## config.mk

```make
export PLATFORM = sky130hd
export DESIGN_NAME = obi_mem_arbiter_flat
export DESIGN_NICKNAME = d
export VERILOG_FILES = /design/src/rtl/obi_arb_pkg.sv /design/src/rtl/obi_if.sv /design/src/rtl/obi_id_fifo.sv /design/src/rtl/obi_mem_arbiter.sv /design/src/flat_wrapper.sv
export SDC_FILE = /design/constraint.sdc
export NUM_CORES = 1
export LEC_CHECK = 0
export CORE_AREA = 2 2 122 124
export DETAILED_ROUTE_END_ITERATION = 7
export DIE_AREA = 0 0 124 126
export PLACE_DENSITY_LB_ADDON = 0.25
export SLEW_MARGIN = 20
export SYNTH_ARGS = -nofsm -noshare
export SYNTH_HDL_FRONTEND = slang
export SYNTH_SLANG_ARGS = --single-unit
```

## constraint.sdc

```tcl
create_clock -name clk_i -period 2.4 [get_ports clk_i]
set_clock_uncertainty 0.1 [all_clocks]
set_input_delay 0.48 -clock clk_i [delete_from_list [all_inputs] [get_ports clk_i]]
set_output_delay 0.48 -clock clk_i [all_outputs]
set_load 0.02 [all_outputs]
```

## src/rtl/obi_arb_pkg.sv

```systemverilog
// Shared types for the two-to-one OBI memory arbiter.
// Requester ids travel through the in-flight FIFO so responses find their way home.
package obi_arb_pkg;

    typedef logic id_t;

    localparam id_t ID_INSTR = 1'b0;
    localparam id_t ID_DATA  = 1'b1;

endpackage

```

## src/rtl/obi_if.sv

```systemverilog
// OBI address-phase and response-phase bundles.
// Request slave: arbiter receives req/we/be/addr/wdata and drives gnt.
interface obi_req_if #(
    parameter int ADDR_W = 32,
    parameter int DATA_W = 32
);
    logic                  req;
    logic                  gnt;
    logic                  we;
    logic [DATA_W/8-1:0]   be;
    logic [ADDR_W-1:0]     addr;
    logic [DATA_W-1:0]     wdata;

    modport master (output req, we, be, addr, wdata, input gnt);
    modport slave  (input req, we, be, addr, wdata, output gnt);
endinterface

interface obi_rsp_if #(
    parameter int DATA_W = 32
);
    logic              rvalid;
    logic [DATA_W-1:0] rdata;

    // slave drives the response toward a requester; master receives it from memory
    modport slave  (output rvalid, rdata);
    modport master (input rvalid, rdata);
endinterface

```

## src/rtl/obi_id_fifo.sv

```systemverilog
// Small FIFO of requester ids, one entry per transaction granted by memory.
// Head is the id of the oldest unanswered transaction.
module obi_id_fifo
    import obi_arb_pkg::*;
#(
    parameter int DEPTH = 2,
    localparam int CW = $clog2(DEPTH + 1)
) (
    input  logic          clk_i,
    input  logic          rst_ni,
    input  logic          push_i,
    input  id_t           id_i,
    input  logic          pop_i,
    output logic          full_o,
    output logic          empty_o,
    output id_t           head_o,
    output logic [CW-1:0] count_o
);

    localparam int PW = (DEPTH > 1) ? $clog2(DEPTH) : 1;

    id_t           mem_q [DEPTH];
    logic [PW-1:0] wptr_q;
    logic [PW-1:0] rptr_q;
    logic [CW-1:0] count_q;
    logic          do_push;
    logic          do_pop;

    function automatic logic [PW-1:0] ptr_inc(input logic [PW-1:0] p);
        return (p == PW'(DEPTH - 1)) ? '0 : p + PW'(1);
    endfunction

    assign full_o  = (count_q == CW'(DEPTH));
    assign empty_o = (count_q == '0);
    assign head_o  = mem_q[rptr_q];
    assign count_o = count_q;

    assign do_push = push_i && !full_o;
    assign do_pop  = pop_i && !empty_o;

    always_ff @(posedge clk_i or negedge rst_ni) begin
        if (!rst_ni) begin
            wptr_q  <= '0;
            rptr_q  <= '0;
            count_q <= '0;
            for (int i = 0; i < DEPTH; i++) mem_q[i] <= ID_INSTR;
        end else begin
            if (do_push) begin
                mem_q[wptr_q] <= id_i;
                wptr_q        <= ptr_inc(wptr_q);
            end
            if (do_pop) rptr_q <= ptr_inc(rptr_q);
            if (do_push && !do_pop) count_q <= count_q + CW'(1);
            else if (do_pop && !do_push) count_q <= count_q - CW'(1);
        end
    end

endmodule

```

## src/rtl/obi_mem_arbiter.sv

```systemverilog
// Shares one OBI memory port between the instruction and data requesters.
// Responses return to the issuing requester in issue order via the id FIFO.
module obi_mem_arbiter
    import obi_arb_pkg::*;
#(
    parameter int MAX_OUTSTANDING = 2,
    parameter int ADDR_W = 32,
    parameter int DATA_W = 32,
    localparam int CW = $clog2(MAX_OUTSTANDING + 1)
) (
    input  logic          clk_i,
    input  logic          rst_ni,
    obi_req_if.slave      instr_req,
    obi_rsp_if.slave      instr_rsp,
    obi_req_if.slave      data_req,
    obi_rsp_if.slave      data_rsp,
    obi_req_if.master     mem_req,
    obi_rsp_if.master     mem_rsp,
    output logic [CW-1:0] outstanding_o,
    output logic          err_o
);

    localparam int BW = DATA_W / 8;

    logic              locked_q, locked_d;
    id_t               lock_id_q, lock_id_d;
    id_t               last_id_q, last_id_d;
    logic              err_q, err_d;

    id_t               sel;
    logic              active;
    logic              req_sel;
    logic              we_sel;
    logic [BW-1:0]     be_sel;
    logic [ADDR_W-1:0] addr_sel;
    logic [DATA_W-1:0] wdata_sel;
    logic              mreq;
    logic              hs;
    logic              pop;
    logic              full;
    logic              empty;
    id_t               head;

    // A stalled request keeps its requester selected until memory grants it
    always_comb begin
        sel = ID_INSTR;
        if (locked_q) sel = lock_id_q;
        else if (instr_req.req && data_req.req) sel = ~last_id_q;
        else if (data_req.req) sel = ID_DATA;
    end

    assign active = locked_q | instr_req.req | data_req.req;

    always_comb begin
        req_sel   = 1'b0;
        we_sel    = 1'b0;
        be_sel    = '0;
        addr_sel  = '0;
        wdata_sel = '0;
        if (active) begin
            if (sel == ID_DATA) begin
                req_sel   = data_req.req;
                we_sel    = data_req.we;
                be_sel    = data_req.be;
                addr_sel  = data_req.addr;
                wdata_sel = data_req.wdata;
            end else begin
                req_sel   = instr_req.req;
                we_sel    = instr_req.we;
                be_sel    = instr_req.be;
                addr_sel  = instr_req.addr;
                wdata_sel = instr_req.wdata;
            end
        end
    end

    assign mreq          = req_sel & ~full;
    assign hs            = mreq & mem_req.gnt;
    assign mem_req.req   = mreq;
    assign mem_req.we    = we_sel;
    assign mem_req.be    = be_sel;
    assign mem_req.addr  = addr_sel;
    assign mem_req.wdata = wdata_sel;

    assign instr_req.gnt = hs & (sel == ID_INSTR);
    assign data_req.gnt  = hs & (sel == ID_DATA);

    assign pop              = mem_rsp.rvalid & ~empty;
    assign instr_rsp.rvalid = pop & (head == ID_INSTR);
    assign data_rsp.rvalid  = pop & (head == ID_DATA);
    assign instr_rsp.rdata  = mem_rsp.rdata;
    assign data_rsp.rdata   = mem_rsp.rdata;

    always_comb begin
        locked_d  = locked_q;
        lock_id_d = lock_id_q;
        last_id_d = last_id_q;
        err_d     = err_q | (mem_rsp.rvalid & empty);
        if (hs) begin
            locked_d  = 1'b0;
            last_id_d = sel;
        end else if (mreq) begin
            locked_d  = 1'b1;
            lock_id_d = sel;
        end
    end

    always_ff @(posedge clk_i or negedge rst_ni) begin
        if (!rst_ni) begin
            locked_q  <= 1'b0;
            lock_id_q <= ID_INSTR;
            last_id_q <= ID_DATA;
            err_q     <= 1'b0;
        end else begin
            locked_q  <= locked_d;
            lock_id_q <= lock_id_d;
            last_id_q <= last_id_d;
            err_q     <= err_d;
        end
    end

    assign err_o = err_q;

    obi_id_fifo #(
        .DEPTH (MAX_OUTSTANDING)
    ) u_id_fifo (
        .clk_i   (clk_i),
        .rst_ni  (rst_ni),
        .push_i  (hs),
        .id_i    (sel),
        .pop_i   (pop),
        .full_o  (full),
        .empty_o (empty),
        .head_o  (head),
        .count_o (outstanding_o)
    );

endmodule

```

## src/flat_wrapper.sv

```systemverilog
// flat-port wrapper written by rule: the top's interface ports become plain ports
module obi_mem_arbiter_flat import obi_arb_pkg::*;
#(
    parameter int MAX_OUTSTANDING = 2,
    parameter int ADDR_W = 32,
    parameter int DATA_W = 32,
    localparam int CW = $clog2(MAX_OUTSTANDING + 1)
)
  (clk_i, rst_ni, outstanding_o, err_o, instr_req_req, instr_req_we, instr_req_be, instr_req_addr, instr_req_wdata, instr_req_gnt, instr_rsp_rvalid, instr_rsp_rdata, data_req_req, data_req_we, data_req_be, data_req_addr, data_req_wdata, data_req_gnt, data_rsp_rvalid, data_rsp_rdata, mem_req_req, mem_req_we, mem_req_be, mem_req_addr, mem_req_wdata, mem_req_gnt, mem_rsp_rvalid, mem_rsp_rdata);
  obi_req_if #(.ADDR_W(ADDR_W), .DATA_W(DATA_W)) instr_req_i ();
  obi_rsp_if #(.DATA_W(DATA_W)) instr_rsp_i ();
  obi_req_if #(.ADDR_W(ADDR_W), .DATA_W(DATA_W)) data_req_i ();
  obi_rsp_if #(.DATA_W(DATA_W)) data_rsp_i ();
  obi_req_if #(.ADDR_W(ADDR_W), .DATA_W(DATA_W)) mem_req_i ();
  obi_rsp_if #(.DATA_W(DATA_W)) mem_rsp_i ();
  input  logic clk_i;
  input  logic rst_ni;
  output logic [CW-1:0] outstanding_o;
  output logic err_o;
  input wire logic [$bits(instr_req_i.req)-1:0] instr_req_req;
  input wire logic [$bits(instr_req_i.we)-1:0] instr_req_we;
  input wire logic [$bits(instr_req_i.be)-1:0] instr_req_be;
  input wire logic [$bits(instr_req_i.addr)-1:0] instr_req_addr;
  input wire logic [$bits(instr_req_i.wdata)-1:0] instr_req_wdata;
  output wire logic [$bits(instr_req_i.gnt)-1:0] instr_req_gnt;
  output wire logic [$bits(instr_rsp_i.rvalid)-1:0] instr_rsp_rvalid;
  output wire logic [$bits(instr_rsp_i.rdata)-1:0] instr_rsp_rdata;
  input wire logic [$bits(data_req_i.req)-1:0] data_req_req;
  input wire logic [$bits(data_req_i.we)-1:0] data_req_we;
  input wire logic [$bits(data_req_i.be)-1:0] data_req_be;
  input wire logic [$bits(data_req_i.addr)-1:0] data_req_addr;
  input wire logic [$bits(data_req_i.wdata)-1:0] data_req_wdata;
  output wire logic [$bits(data_req_i.gnt)-1:0] data_req_gnt;
  output wire logic [$bits(data_rsp_i.rvalid)-1:0] data_rsp_rvalid;
  output wire logic [$bits(data_rsp_i.rdata)-1:0] data_rsp_rdata;
  output wire logic [$bits(mem_req_i.req)-1:0] mem_req_req;
  output wire logic [$bits(mem_req_i.we)-1:0] mem_req_we;
  output wire logic [$bits(mem_req_i.be)-1:0] mem_req_be;
  output wire logic [$bits(mem_req_i.addr)-1:0] mem_req_addr;
  output wire logic [$bits(mem_req_i.wdata)-1:0] mem_req_wdata;
  input wire logic [$bits(mem_req_i.gnt)-1:0] mem_req_gnt;
  input wire logic [$bits(mem_rsp_i.rvalid)-1:0] mem_rsp_rvalid;
  input wire logic [$bits(mem_rsp_i.rdata)-1:0] mem_rsp_rdata;
  assign instr_req_i.req = instr_req_req;
  assign instr_req_i.we = instr_req_we;
  assign instr_req_i.be = instr_req_be;
  assign instr_req_i.addr = instr_req_addr;
  assign instr_req_i.wdata = instr_req_wdata;
  assign instr_req_gnt = instr_req_i.gnt;
  assign instr_rsp_rvalid = instr_rsp_i.rvalid;
  assign instr_rsp_rdata = instr_rsp_i.rdata;
  assign data_req_i.req = data_req_req;
  assign data_req_i.we = data_req_we;
  assign data_req_i.be = data_req_be;
  assign data_req_i.addr = data_req_addr;
  assign data_req_i.wdata = data_req_wdata;
  assign data_req_gnt = data_req_i.gnt;
  assign data_rsp_rvalid = data_rsp_i.rvalid;
  assign data_rsp_rdata = data_rsp_i.rdata;
  assign mem_req_req = mem_req_i.req;
  assign mem_req_we = mem_req_i.we;
  assign mem_req_be = mem_req_i.be;
  assign mem_req_addr = mem_req_i.addr;
  assign mem_req_wdata = mem_req_i.wdata;
  assign mem_req_i.gnt = mem_req_gnt;
  assign mem_rsp_i.rvalid = mem_rsp_rvalid;
  assign mem_rsp_i.rdata = mem_rsp_rdata;
  obi_mem_arbiter #(.MAX_OUTSTANDING(MAX_OUTSTANDING), .ADDR_W(ADDR_W), .DATA_W(DATA_W)) u_core (.clk_i(clk_i), .rst_ni(rst_ni), .instr_req(instr_req_i), .instr_rsp(instr_rsp_i), .data_req(data_req_i), .data_rsp(data_rsp_i), .mem_req(mem_req_i), .mem_rsp(mem_rsp_i), .outstanding_o(outstanding_o), .err_o(err_o));
endmodule
```

After elaboration in Yosys (flattened, before gate mapping)
Cells that the tools add are included.
{ "word_totals": {"ramBits": 0, "input_bits": 176, "romBits": 0, "memories": 0, "elab_cells": 75, "ff_bits": 10, "latchBits": 0, "output_inout_bits": 141} }
{ "classes": {"reduce_logical": 14, "bitwise_logic": 19, "shifts": 0, "order_cmp": 3, "n_mux": 25, "add_sub_neg": 4, "multipliers": 0, "div_mod_pow": 0, "eq_ne": 1} }
{ "op_table": {"columns": ["operator", "n"], "rows": [
  ["2-to-1 mux 32 bit", 4],
  ["2-to-1 mux 1 bit", 15],
  ["AND 1 bit", 8],
  ["2-to-1 mux 4 bit", 2],
  ["logical AND 1 bit", 6],
  ["inverter 1 bit", 6],
  ["greater-or-equal comparator 2 bit, second input constant", 2],
  ["zero test 1 bit", 4],
  ["2-to-1 mux 2 bit", 2],
  ["inverter 1 -> 2 bit", 2],
  ["nonzero test 2 bit", 2],
  ["bitwise OR 1 bit", 3],
  ["adder 1 bit, second input constant", 2],
  ["adder 2 x 1 -> 2 bit, second input constant", 1],
  ["bitwise mux 2 bit", 1],
  ["equality test 2 bit, second input constant", 1],
  ["zero test 2 bit", 1],
  ["less-than comparator 2 x 1 -> 1 bit, second input constant", 1],
  ["AND reduction 2 bit", 1],
  ["subtractor 2 x 1 -> 2 bit, second input constant", 1],
  ["demux 1 bit (select 1 bit)", 1]
]} }

Depth between registers and ports, before layout
{ "depth": {"ltp_word": 12, "ltp_mapped": 7, "mapped_depth_nobuf": 7} }

Hierarchy
Synthesis repeated with hierarchy kept, for this count alone.
{ "hier_totals": {"cells_unflattened": 267, "hier_area_um2": 2053.2} }
{ "modules_own_cells": {"columns": ["module", "n_inst", "area_per_inst_um2", "seq_area_each_um2", "cells_each"], "rows": [
  ["obi_mem_arbiter", 1, 1769.2, 101.3, 244],
  ["obi_id_fifo", 1, 284.0, 150.1, 23]
]} }

Worst setup path after synthesis
No wires, ideal clock.
{ "synth_path": {"kind": "input to output", "startpoint": "in data_req_req", "endpoint": "out mem_req_wdata[23]", "path_slack_ps": 340, "t_arrival_ps": 1480, "t_required_ps": 1820, "stages": 5, "path_cell_list": "nor2b_2 a22oi_2 buf_6 nand3_1 nand2_1"} }
{ "synth_via": {"elab_chain_len": 5, "elab_cells_between_ends": 7} }
{ "synth_rtl": {"columns": ["item", "line_no", "text"], "rows": [
  ["start: declaration", "flat_wrapper.sv:28", "input wire logic [$bits(data_req_i.req)-1:0] data_req_req;"],
  ["2-to-1 mux 1 bit / logical AND 1 bit (equally long branches)", "obi_mem_arbiter.sv:49, obi_mem_arbiter.sv:48", null],
  ["2-to-1 mux 1 bit", "obi_mem_arbiter.sv:48", "else if (instr_req.req && data_req.req) sel = ~last_id_q;"],
  ["2-to-1 mux 1 bit", "obi_mem_arbiter.sv:47", "if (locked_q) sel = lock_id_q;"],
  ["2-to-1 mux 32 bit", "obi_mem_arbiter.sv:61", "if (sel == ID_DATA) begin"],
  ["2-to-1 mux 32 bit *", "obi_mem_arbiter.sv:60", "if (active) begin"],
  ["end: declaration", "flat_wrapper.sv:40", "output wire logic [$bits(mem_req_i.wdata)-1:0] mem_req_wdata;"]
]} }
Mark *: on every way between the ends. The rest lies on a longest branch, timed or not.

Final worst setup path
{ "layout_path": {"startpoint": "in instr_req_req", "endpoint": "out mem_req_wdata[9]"} }
{ "layout_via": {"elab_chain_len": 5, "elab_cells_between_ends": 7} }
{ "layout_rtl": {"columns": ["item", "line_no", "text"], "rows": [
  ["start: declaration", "flat_wrapper.sv:20", "input wire logic [$bits(instr_req_i.req)-1:0] instr_req_req;"],
  ["logical AND 1 bit", "obi_mem_arbiter.sv:48", null],
  ["2-to-1 mux 1 bit", "obi_mem_arbiter.sv:48", null],
  ["2-to-1 mux 1 bit", "obi_mem_arbiter.sv:47", null],
  ["2-to-1 mux 32 bit", "obi_mem_arbiter.sv:61", null],
  ["2-to-1 mux 32 bit *", "obi_mem_arbiter.sv:60", null]
]} }
Marked as above.

==> results_tabular.tex <==
\begin{tabular}{lr}
\hline
Metric & Value \\
\hline
\multicolumn{2}{l}{\textbf{Outcome}} \\
Run status & complete, no violations \\
\multicolumn{2}{l}{\textbf{Timing}} \\
Highest attainable clock frequency & 426 MHz \\
Worst max-slew margin expressed relative to the limit & 67.0\% \\
Transition time at the pin with the least slew margin & 0.493 ns \\
Final worst-path cycle share & 97.7\% \\
Final-report max-slew violation count & 0 \\
Hold\_ws & $\sim$0.35 ns \\
Final setup violating endpoints & 0 \\
Hold Fails Final Rpt & 0 \\
Setup repair after global routing missed its margin & true \\
Final period demand of the worst path & roughly 2.3 ns \\
Worst path setup slack after routing & about 0.055 ns \\
\multicolumn{2}{l}{\textbf{CTS}} \\
CTS tree & done \\
Max Buffers Root-to-Sink & 2 \\
Cell at the root of the clock tree & sky130\_fd\_sc\_hd\_\_clkbuf\_16 \\
Level count of the clock H-tree & 1 \\
Inserted Clock Buffers & 3 \\
Clock sink total & 10 \\
Clock transition at the registers of the reported paths & $\sim$0.040 ns \\
Clk\_lat worst skew & between 0.2 and 0.25 ns \\
\multicolumn{2}{l}{\textbf{Routing}} \\
Number of optimization iterations in the first detailed-route pass & 4 \\
Drt drc & 0 \\
Routed vias/inst & 4.00 \\
Wirelength, routed & between 10 and 15 mm \\
Wire length per cell & around 15 microns \\
Number of violations reported at the end of detailed-routing iteration 0 & approximately 100 \\
Detailed-route via count & 2,729 \\
Number of nets with antenna violations after routing & 0 \\
\multicolumn{2}{l}{\textbf{Synthesis}} \\
Share of synthesized area occupied by flip-flops and latches & 12.1\% \\
Biggest area consumer among synthesized cells & sky130\_fd\_sc\_hd\_\_nand2\_1 \\
Cells taking the most area after synthesis & sky130\_fd\_sc\_hd\_\_nand2\_1 (25\%), sky130\_fd\_sc\_hd\_\_buf\_4 (23\%), sky130\_fd\_sc\_hd\_\_nand3\_1 (17\%) \\
Cell count after synthesis & 342 \\
Synthesized Nets & 519 \\
Yosys cell types & 32 \\
Average size of a mapped cell & 6.09 sq um \\
Synth Cell Area & 2080 sq um \\
Number of flip-flops and latches in the synthesized netlist & 10 \\
Share of the synthesized area in the top cell type & 25.2\% \\
Number of synthesis warnings & 0 \\
\multicolumn{2}{l}{\textbf{Placement}} \\
Area after detailed placement & roughly 4000 sq um \\
Count of buffers from port buffering & 220 \\
Worst slack, placed & -0.664 ns \\
Detailed placer's ending HPWL & $\sim$7.6 mm \\
DP Cell Count & roughly 670 \\
Routability congestion estimate & 0.755 \\
\multicolumn{2}{l}{\textbf{Cells and area}} \\
Cell area after layout & 4130 sq um \\
Most common library cell in the layout ignoring fill and taps & sky130\_fd\_sc\_hd\_\_clkdlybuf4s50\_1 \\
Area delta synth->final & 98.2\% \\
Layout Cells excl Fill & $\sim$680 \\
Number of inserted diodes & 0 \\
Share of layout cells above drive strength 1 & $\sim$22\% \\
Number of inserted filler cells in the final layout & 1,591 \\
Net count, final & 677 \\
Commonest cells after routing, fill and taps aside & sky130\_fd\_sc\_hd\_\_clkdlybuf4s50\_1 (144), sky130\_fd\_sc\_hd\_\_nand2\_1 (138), sky130\_fd\_sc\_hd\_\_nand3\_1 (68) \\
\multicolumn{2}{l}{\textbf{Critical path}} \\
Max stage delay on crit path & 0.43 ns \\
Endpoint arrival time on the critical path & 1.76 ns \\
Worst Setup Path Type & in -> out \\
Standard cell with the maximum stage delay on the critical path & sky130\_fd\_sc\_hd\_\_or3\_4 \\
CP top delay family & buffers and inverters \\
Buffers \& Inverters on Critical Path & 3 \\
Chain of cells forming the critical path & clkdlybuf4s15\_1, or3\_4, buf\_12, nand3\_1, nand2\_1, clkdlybuf4s15\_2 \\
Maximum fanout along the worst path & 37 \\
Startpoint type of the worst setup path & input pin \\
Data required time of the critical path & 1.82 ns \\
Critical path capture point type & output pin \\
\multicolumn{2}{l}{\textbf{Floorplan}} \\
Vert. Die Dim & 126 microns \\
Initial Utilization & 14.6\% \\
Std-Cell Rows & 44 \\
Standard cell core area & 14,300 sq um \\
Die width & 124 microns \\
Total I/O pin count & 317 \\
Die area & 15,600 sq um \\
\multicolumn{2}{l}{\textbf{GRT}} \\
Wire length of the first global-routing pass & 14.1 mm \\
Overall fraction of global-route tracks in use & 11.5\% \\
Antenna violations before repair & 0 \\
Via count of the first global-routing pass & $\sim$2,700 \\
Largest net degree at the start of global routing & 38 \\
Total gr overflow & 0 \\
\multicolumn{2}{l}{\textbf{Power and ir drop}} \\
PwrDens & 1180 nW/um\^{}2 \\
Worst voltage drop across the vdd grid & roughly 0.62 mV \\
Leakage power total & about 2.0 nW \\
\multicolumn{2}{l}{\textbf{Run}} \\
Max cap viols & 0 \\
\multicolumn{2}{l}{\textbf{Hold path}} \\
Tightest Hold Check Type & reg -> reg \\
\hline
\end{tabular}
[layout make-up]
class / instances / area [sq um] / area share (%)
clock buffers: 4 / 88.8 / 2.15
inverters: 2 / 7.51 / 0.182
multi-input cells: 243 / 1140 / 27.7
flip-flops and latches: 10 / 251 / 6.09
well taps: 184 / 230 / 5.58
repair buffers: 240 / 2410 / 58.3
[report_power, final]
group          switching, mW  total [mW]  internal, mW  leakage (nW)
clock                 0.0834       0.334         0.251        0.0442
combinational           2.27        4.20          1.92          1.80
sequential            0.0723       0.326         0.254         0.114
[timing repair]
item | CTS | global route
cloned | 4 | 0
buffers inserted | 2 | 0
setup endpoints to repair | 74 | 67
hold buffers | 0 | 0
pin swaps | 7 | 4
gates resized for setup | 279 | 25
[synthesized netlist by cell type, drive strengths merged]
master	n
o31ai	1
nor2b	2
o21ai	2
nand2	140
nand2b	1
mux2i	1
inv	2
nand3	69
mux2	2
a22o	1
clkbuf	11
ha	1
nor2	9
dfrtp	9
o2111ai	1
nor3	1
or2	1
a21oi	2
xor2	2
xnor2	3
buf	76
a31oi	1
or3	1
a21o	1
a22oi	1
dfstp	1
[flip-flops by register name, summed over array words and instances, names as in the netlist]
signal                    count
u_core.u_id_fifo.mem_q        2
u_core.err_o                  1
u_core.locked_q               1
u_core.last_id_q              1
u_core.u_id_fifo.wptr_q       1
u_core.lock_id_q              1
u_core.u_id_fifo.rptr_q       1
u_core.u_id_fifo.count_o      2
[cell families after synthesis]
logic type	share of synthesized area, %
mux	1.56
buf+inv	34.1
fa+ha+maj	0.601
flops	12.1
simple gates	45.3
xor+xnor	2.10
compound gates	4.32
[worst paths after layout]
kind	slack [ns]	to	from	cells after the start
min in group asynchronous	0.48	u_core.locked_q	rst_ni	1
max	0.06	mem_req_wdata[9]	instr_req_req	6
min	0.35	u_core.err_o	u_core.err_o	1
max reg2reg	0.32	u_core.u_id_fifo.count_o[1]	u_core.lock_id_q	8
max in group asynchronous	1.37	u_core.last_id_q	rst_ni	1
min reg2reg	0.35	u_core.err_o	u_core.err_o	1
[routing by layer]
layer,vias up,GRT usage [%],routed length (microns)
met5,-,0,0
met4,0,2.05,119
met3,12,2.04,951
met2,174,23.0,5300
met1,1195,12.5,3730
li1,1348,-,-
[per-stage QoR]
stage / util, % / TNS [ns] / power [mW]
after floorplan: - / 0 / 2.71
after global placement: 27.9 / -40.86 / 4.44
after detailed placement: 27.9 / -42.77 / 4.45
after CTS: 29.5 / -0.277 / 5.02
after global routing: 28.8 / -0.0627 / 5.22
final: 28.8 / 0 / 4.86
No activity file was read; power rests on OpenSTA's default activity.
==> RTL edit 1 (config.mk and constraints unchanged) <==
`MAX_OUTSTANDING` is set to 2 in 2 places; all go to 4.
--- a/src/rtl/obi_mem_arbiter.sv
+++ b/src/rtl/obi_mem_arbiter.sv
@@ -5,3 +5,3 @@
 #(
-    parameter int MAX_OUTSTANDING = 2,
+    parameter int MAX_OUTSTANDING = 4,
     parameter int ADDR_W = 32,
--- a/src/flat_wrapper.sv
+++ b/src/flat_wrapper.sv
@@ -3,3 +3,3 @@
 #(
-    parameter int MAX_OUTSTANDING = 2,
+    parameter int MAX_OUTSTANDING = 4,
     parameter int ADDR_W = 32,
Ports: changed (resized outstanding_o); port bits go from 317 to 318. No check against the original RTL was run, so the function may have changed too.
==> RTL edit 1 against the unedited design <==
Routed wire length grew 37%. Final area rose by 22%. Worst setup slack worse by 0.046 ns. Final cell count grew 7.8%. Utilization is 6.3 points higher. Area after synthesis is 9.0% higher. Sequential cell count increased by 5. Power increased by 38%. Largest power group unchanged.
==> RTL edit 1: results (changes against the unedited design) <==
Placement:
- The number of cells in the design after placement is 706 (+4.7%).
- The global placement routability congestion came to 0.872 (+16%).
- The post-detailed-placement half-perimeter wirelength is 9530 um (+26%).
- The placement-stage cell area is 0.00438 mm^2 (+9.5%).
- The number of port buffers came to 221 (+0.45%).
- The worst setup timing slack at the placement stage came to -0.880 ns (-0.215 ns).

Yosys:
- The part of the Yosys area used for sequential elements is 16.6% (+4.5 points).
- Yosys attributes the largest share of cell area to sky130_fd_sc_hd__nand2_1 23%, sky130_fd_sc_hd__buf_4 22%, sky130_fd_sc_hd__a21oi_1 17%, sky130_fd_sc_hd__dfrtp_1 15%, sky130_fd_sc_hd__ha_1 3.3%.
- The number of instances in the synthesized netlist is 368 (+7.6%).
- The number of distinct library cells after synthesis is 34 (+6.3%).
- Counting instances in the post-synthesis netlist gives the leading cell types as 140 x sky130_fd_sc_hd__nand2_1, 75 x sky130_fd_sc_hd__a21oi_1, 66 x sky130_fd_sc_hd__buf_4, 14 x sky130_fd_sc_hd__dfrtp_1, 12 x sky130_fd_sc_hd__clkbuf_1.
- The fraction of synthesized cell area taken by the top area cell type is 23.1% (-2.1 points).

Route:
- The number of detailed-route iterations in the first pass is 7 (+3).
- The final routed wirelength across all metal layers is 13900 um (+37%).
- The routed via count divided by cell count is 4.22 (+5.6%).
- The wire length per cell after detailed routing is 18.8 um (+27%).

Timing:
- The transition time at the pin with the least slew margin came to 0.682 ns (+0.189 ns).

Power:
- The leakage power of the design was 2.21 nW (+13%).
- The worst supply voltage drop on vdd was 416 uV (-33%).

Cells and area:
- The total number of nets in the final design is 736 (+8.7%).
- The layout cell share with drive strength beyond 1 was 36.1% (+14 points).
- The count of fill cells added during filler insertion is 1538 (-3.3%).

Critical path:
- The data arrival time of the critical path came to 1.81 ns (+0.05 ns).
- The largest stage delay on the critical path is 0.54 ns (+0.11 ns).
- The maximum fanout along the worst path is 8 (-78%).

GRT:
- The pin count of the biggest net entering global routing was 34 (-11%).
- The global-route wire length before repair is 18100 um (+28%).
- The combined global-route utilization of all metal layers is 15.5% (+3.9 points).
- The number of global-route vias before repair came to 2999 (+12%).
- The initial antenna violation count is 0 (unchanged).

Run status:
- The run finished with clean final reports.

Clock tree:
- Clock tree synthesis selected as its root buffer the cell sky130_fd_sc_hd__clkbuf_16.
[RTL edit 1: cell types whose count changed in the layout (fill, tap and decap cells not counted), sizes merged, moves of 3 or more]
cell / change
clkbuf: +5
a31oi: +4
a21oi: +73
nand3: -69
ha: +5
clkdlybuf4s15: -23
inv: +3
dfrtp: +5
buf: +47
[RTL edit 1: repair_timing]
| action | in CTS | in global routing |
|---|---|---|
| buffers inserted | 10 | 6 |
| gates cloned | 6 | 5 |
| pin swaps | 11 | 33 |
| gates resized for setup | 306 | 137 |
| setup endpoints to repair | 76 | 60 |
[RTL edit 1: final cells by class]
class	instances	area (um^2)	area share [%]
timing repair buffer	268	2700	53.6
inverter	6	27.5	0.547
sequential	15	378	7.51
multi-input combinational	259	1620	32.2
tap	184	230	4.58
clock buffer	4	78.8	1.57
[RTL edit 1: worst paths after layout]
| kind | end | slack, ns | from | cells past startpoint |
|---|---|---|---|---|
| setup / recovery | mem_req_wdata[5] | 0.009 | u_core.last_id_q$_DFFE_PN1N_ | 8 |
| hold / removal | u_core.err_o$_DFF_PN0_ | 0.36 | u_core.err_o$_DFF_PN0_ | 1 |
| setup reg to reg | u_core.u_id_fifo.count_o[2]$_DFFE_PN0P_ | 0.02 | u_core.locked_q$_DFFE_PN0P_ | 12 |
| hold reg to reg | u_core.err_o$_DFF_PN0_ | 0.36 | u_core.err_o$_DFF_PN0_ | 1 |
| max in group asynchronous | u_core.locked_q$_DFFE_PN0P_ | 1.17 | rst_ni | 1 |
| min in group asynchronous | u_core.u_id_fifo.rptr_q[0]$_DFFE_PN0P_ | 0.55 | rst_ni | 1 |
[RTL edit 1: worst max-delay path: cells and delay by family (launching register included)]
kind / cells / cell delay (ns)
buf+inv: 4 / 0.60
flops: 1 / 0.54
simple gates: 2 / 0.11
compound gates: 2 / 0.31
[RTL edit 1: logic make-up (layout without fill, tap and decap cells)]
group           count (synthesis)  in the layout  synth area share, %
mux                             3              3                 1.98
simple gates                  158            158                 27.6
xor+xnor                        3              3                 1.16
buf+inv                        94            278                 27.3
fa+ha+maj                       7              7                 4.19
compound gates                 88             88                 21.2
flops                          15             15                 16.6
[RTL edit 1: metal layers]
metal	up-vias	wire length [um]	track usage, %
li1	1494	-	-
met1	1406	4710	16.0
met2	181	6480	25.8
met3	23	2480	11.1
met4	0	181	2.84
met5	-	0	0
[RTL edit 1: power by group]
part / internal [mW] / switching [mW]
clock: 0.225 / 0.100
combinational: 2.75 / 3.11
sequential: 0.394 / 0.101
total: 3.37 / 3.31
==> RTL edit 2 (same settings) <==
Made on the original files. Make the reset (`rst_ni`) synchronous in 2 clocked blocks.
--- a/src/rtl/obi_id_fifo.sv
+++ b/src/rtl/obi_id_fifo.sv
@@ -40,3 +40,3 @@
 
-    always_ff @(posedge clk_i or negedge rst_ni) begin
+    always_ff @(posedge clk_i) begin
         if (!rst_ni) begin
--- a/src/rtl/obi_mem_arbiter.sv
+++ b/src/rtl/obi_mem_arbiter.sv
@@ -107,3 +107,3 @@
 
-    always_ff @(posedge clk_i or negedge rst_ni) begin
+    always_ff @(posedge clk_i) begin
         if (!rst_ni) begin
Formal check against the unedited RTL: differs if rst_ni is asserted again (counterexample within 4 cycles, from zero or initial values and one cycle with rst_ni low); with rst_ni held inactive, the same outputs for 10 cycles.
==> RTL edit 2 against the unedited design <==
Sequential cell count increased by 1. Non-clock buffer count increased by 13. Final area increased by 2.2%. Synthesized cell count increased by 4.1%. First-iteration DRC count decreased by 21%. Area after synthesis decreased by 3.3%. Worst setup slack got worse by 0.0015 ns. Routed wire length increased by 8.0%. Sequential share of layout area decreased by 0.87 points. Critical endpoint is now mem_req_addr[11].
Power is not compared: it rests on default switching activity, and its combinational part moved more than twofold at a synthesized area within 25%.
==> RTL edit 2: results (changes against the unedited design) <==
Route:
- The met2 wire length came to 5480 um (+3.2%).
- The met1 routed wirelength after detailed routing is 4190 um (+12%).
- The final routed wirelength across all metal layers is 10900 um (+8.0%).
- The routed wire length on met3 is 1230 um (+29%).
- The iteration-0 DRC count of the detailed router is 82 (-21%).
- The routed via count divided by cell count came to 4.08 (+2.2%).

GRT:
- The combined global-route utilization of all metal layers is 12.2% (+0.64 points).
- The pin count of the biggest net entering global routing is 47 (+24%).
- The global-route wire length before repair was 14900 um (+5.8%).
- The number of global-route vias before repair is 2885 (+7.5%).

Yosys:
- The post-synthesis net count is 533 (+2.7%).
- The part of the Yosys area used for sequential elements is 10.9% (-1.1 points).
- Yosys attributes the largest share of cell area to sky130_fd_sc_hd__buf_4 27%, sky130_fd_sc_hd__nand2_1 27%, sky130_fd_sc_hd__a21oi_1 18%, sky130_fd_sc_hd__dfxtp_1 11%, sky130_fd_sc_hd__buf_2 2.2%.
- The most used flip-flop cell after synthesis is sky130_fd_sc_hd__dfxtp_1.
- The number of distinct library cells after synthesis was 26 (-19%).
- Counting instances in the post-synthesis netlist gives the leading cell types as 144 x sky130_fd_sc_hd__nand2_1, 73 x sky130_fd_sc_hd__a21oi_1, 72 x sky130_fd_sc_hd__buf_4, 11 x sky130_fd_sc_hd__dfxtp_1.
- The share of flip-flops with an asynchronous set or reset after synthesis is 0% (-100 points).

Cells and area:
- The total number of nets in the final design is 704 (+4.0%).
- The layout cell share with drive strength beyond 1 is 23.8% (+1.9 points).
- The count of fill cells added during filler insertion came to 1581 (-0.63%).

Critical path:
- The largest stage delay on the critical path is 0.28 ns (-0.15 ns).
- The maximum fanout along the worst path is 23 (-38%).
- The worst reg2reg path depth is 7 (-1).
- The slowest library cell on the worst path is sky130_fd_sc_hd__clkdlybuf4s15_2.

Placement:
- The global placement routability congestion is 0.764 (+1.2%).
- The post-detailed-placement half-perimeter wirelength is 8050 um (+6.5%).
- The placement-stage cell area is 0.00410 mm^2 (+2.5%).

Run status:
- The flow ran to the end, and the final reports show no timing, DRC or antenna violations.
RTL edit 2: cell type report:
class,instances,area share (%)
tap,184,5.46
clock buffer,4,1.87
multi-input combinational,257,29.3
sequential,11,5.22
timing repair buffer,253,58.1
inverter,1,0.0889
RTL edit 2: worst register-to-register path, delay by kind of cell, from the launching register on:
| family | cells | cell delay [ns] |
|---|---|---|
| AO/OA/AOI/OAI | 1 | 0.14 |
| adder cells (fa/ha/maj) | 1 | 0.34 |
| buffers and inverters | 1 | 0.16 |
| flip-flops | 1 | 0.39 |
| AND/OR/NAND/NOR | 4 | 0.91 |
RTL edit 2: repair_timing:
item                                    in CTS  in global routing
buffers inserted                             6                  0
endpoints found under the setup margin      75                 50
resized for setup                          303                 31
hold endpoints to repair                     0                  0
hold buffers                                 0                  0
pin swaps                                   14                  2
cloned                                       5                  1
RTL edit 2: where the power goes:
| group | switching, mW | total (mW) | internal (mW) |
|---|---|---|---|
| clock network | 0.0823 | 0.305 | 0.223 |
| registers | 0.0386 | 0.268 | 0.230 |
| logic | 0.913 | 1.80 | 0.887 |
RTL edit 2: path summary, 6_finish.rpt:
| check | endpoint | start | slack [ns] |
|---|---|---|---|
| min reg2reg | u_core.err_o$_SDFF_PN0_ | u_core.err_o$_SDFF_PN0_ | 0.36 |
| max | mem_req_addr[11] | instr_req_req | 0.05 |
| max reg2reg | u_core.u_id_fifo.count_o[1]$_SDFFE_PN0P_ | u_core.u_id_fifo.count_o[1]$_SDFFE_PN0P_ | 0.29 |
| min | u_core.err_o$_SDFF_PN0_ | u_core.err_o$_SDFF_PN0_ | 0.36 |
RTL edit 2: cell families after synthesis:
group           Yosys count  share of synthesized area [%]
compound gates           82                           21.8
xor+xnor                  3                           1.30
fa+ha+maj                 1                          0.621
buf+inv                  88                           30.4
flops                    11                           10.9
mux                       4                           1.99
simple gates            167                           33.0
RTL edit 2: metal layers:
layer	track usage, %	vias up
li1	-	1423
met1	13.6	1280
met2	23.1	195
met3	3.71	2
met4	1.12	0
met5	0	-
RTL edit 2: through the flow:
step | hold WS (ns) | setup TNS [ns] | instances | setup slack (ns) | utilization, %
2_1_floorplan | 0.341 | 0 | 356 | 0.200 | -
3_3_place_gp | 0.352 | -46.95 | 695 | -0.807 | 28.6
3_5_place_dp | 0.360 | -48.14 | 695 | -0.787 | 28.6
4_1_cts | 0.366 | 0 | 710 | 0.000924 | 29.9
5_1_grt | 0.387 | -0.000148 | 710 | -0.000128 | 29.5
6_report | 0.362 | 0 | 710 | 0.0537 | 29.5
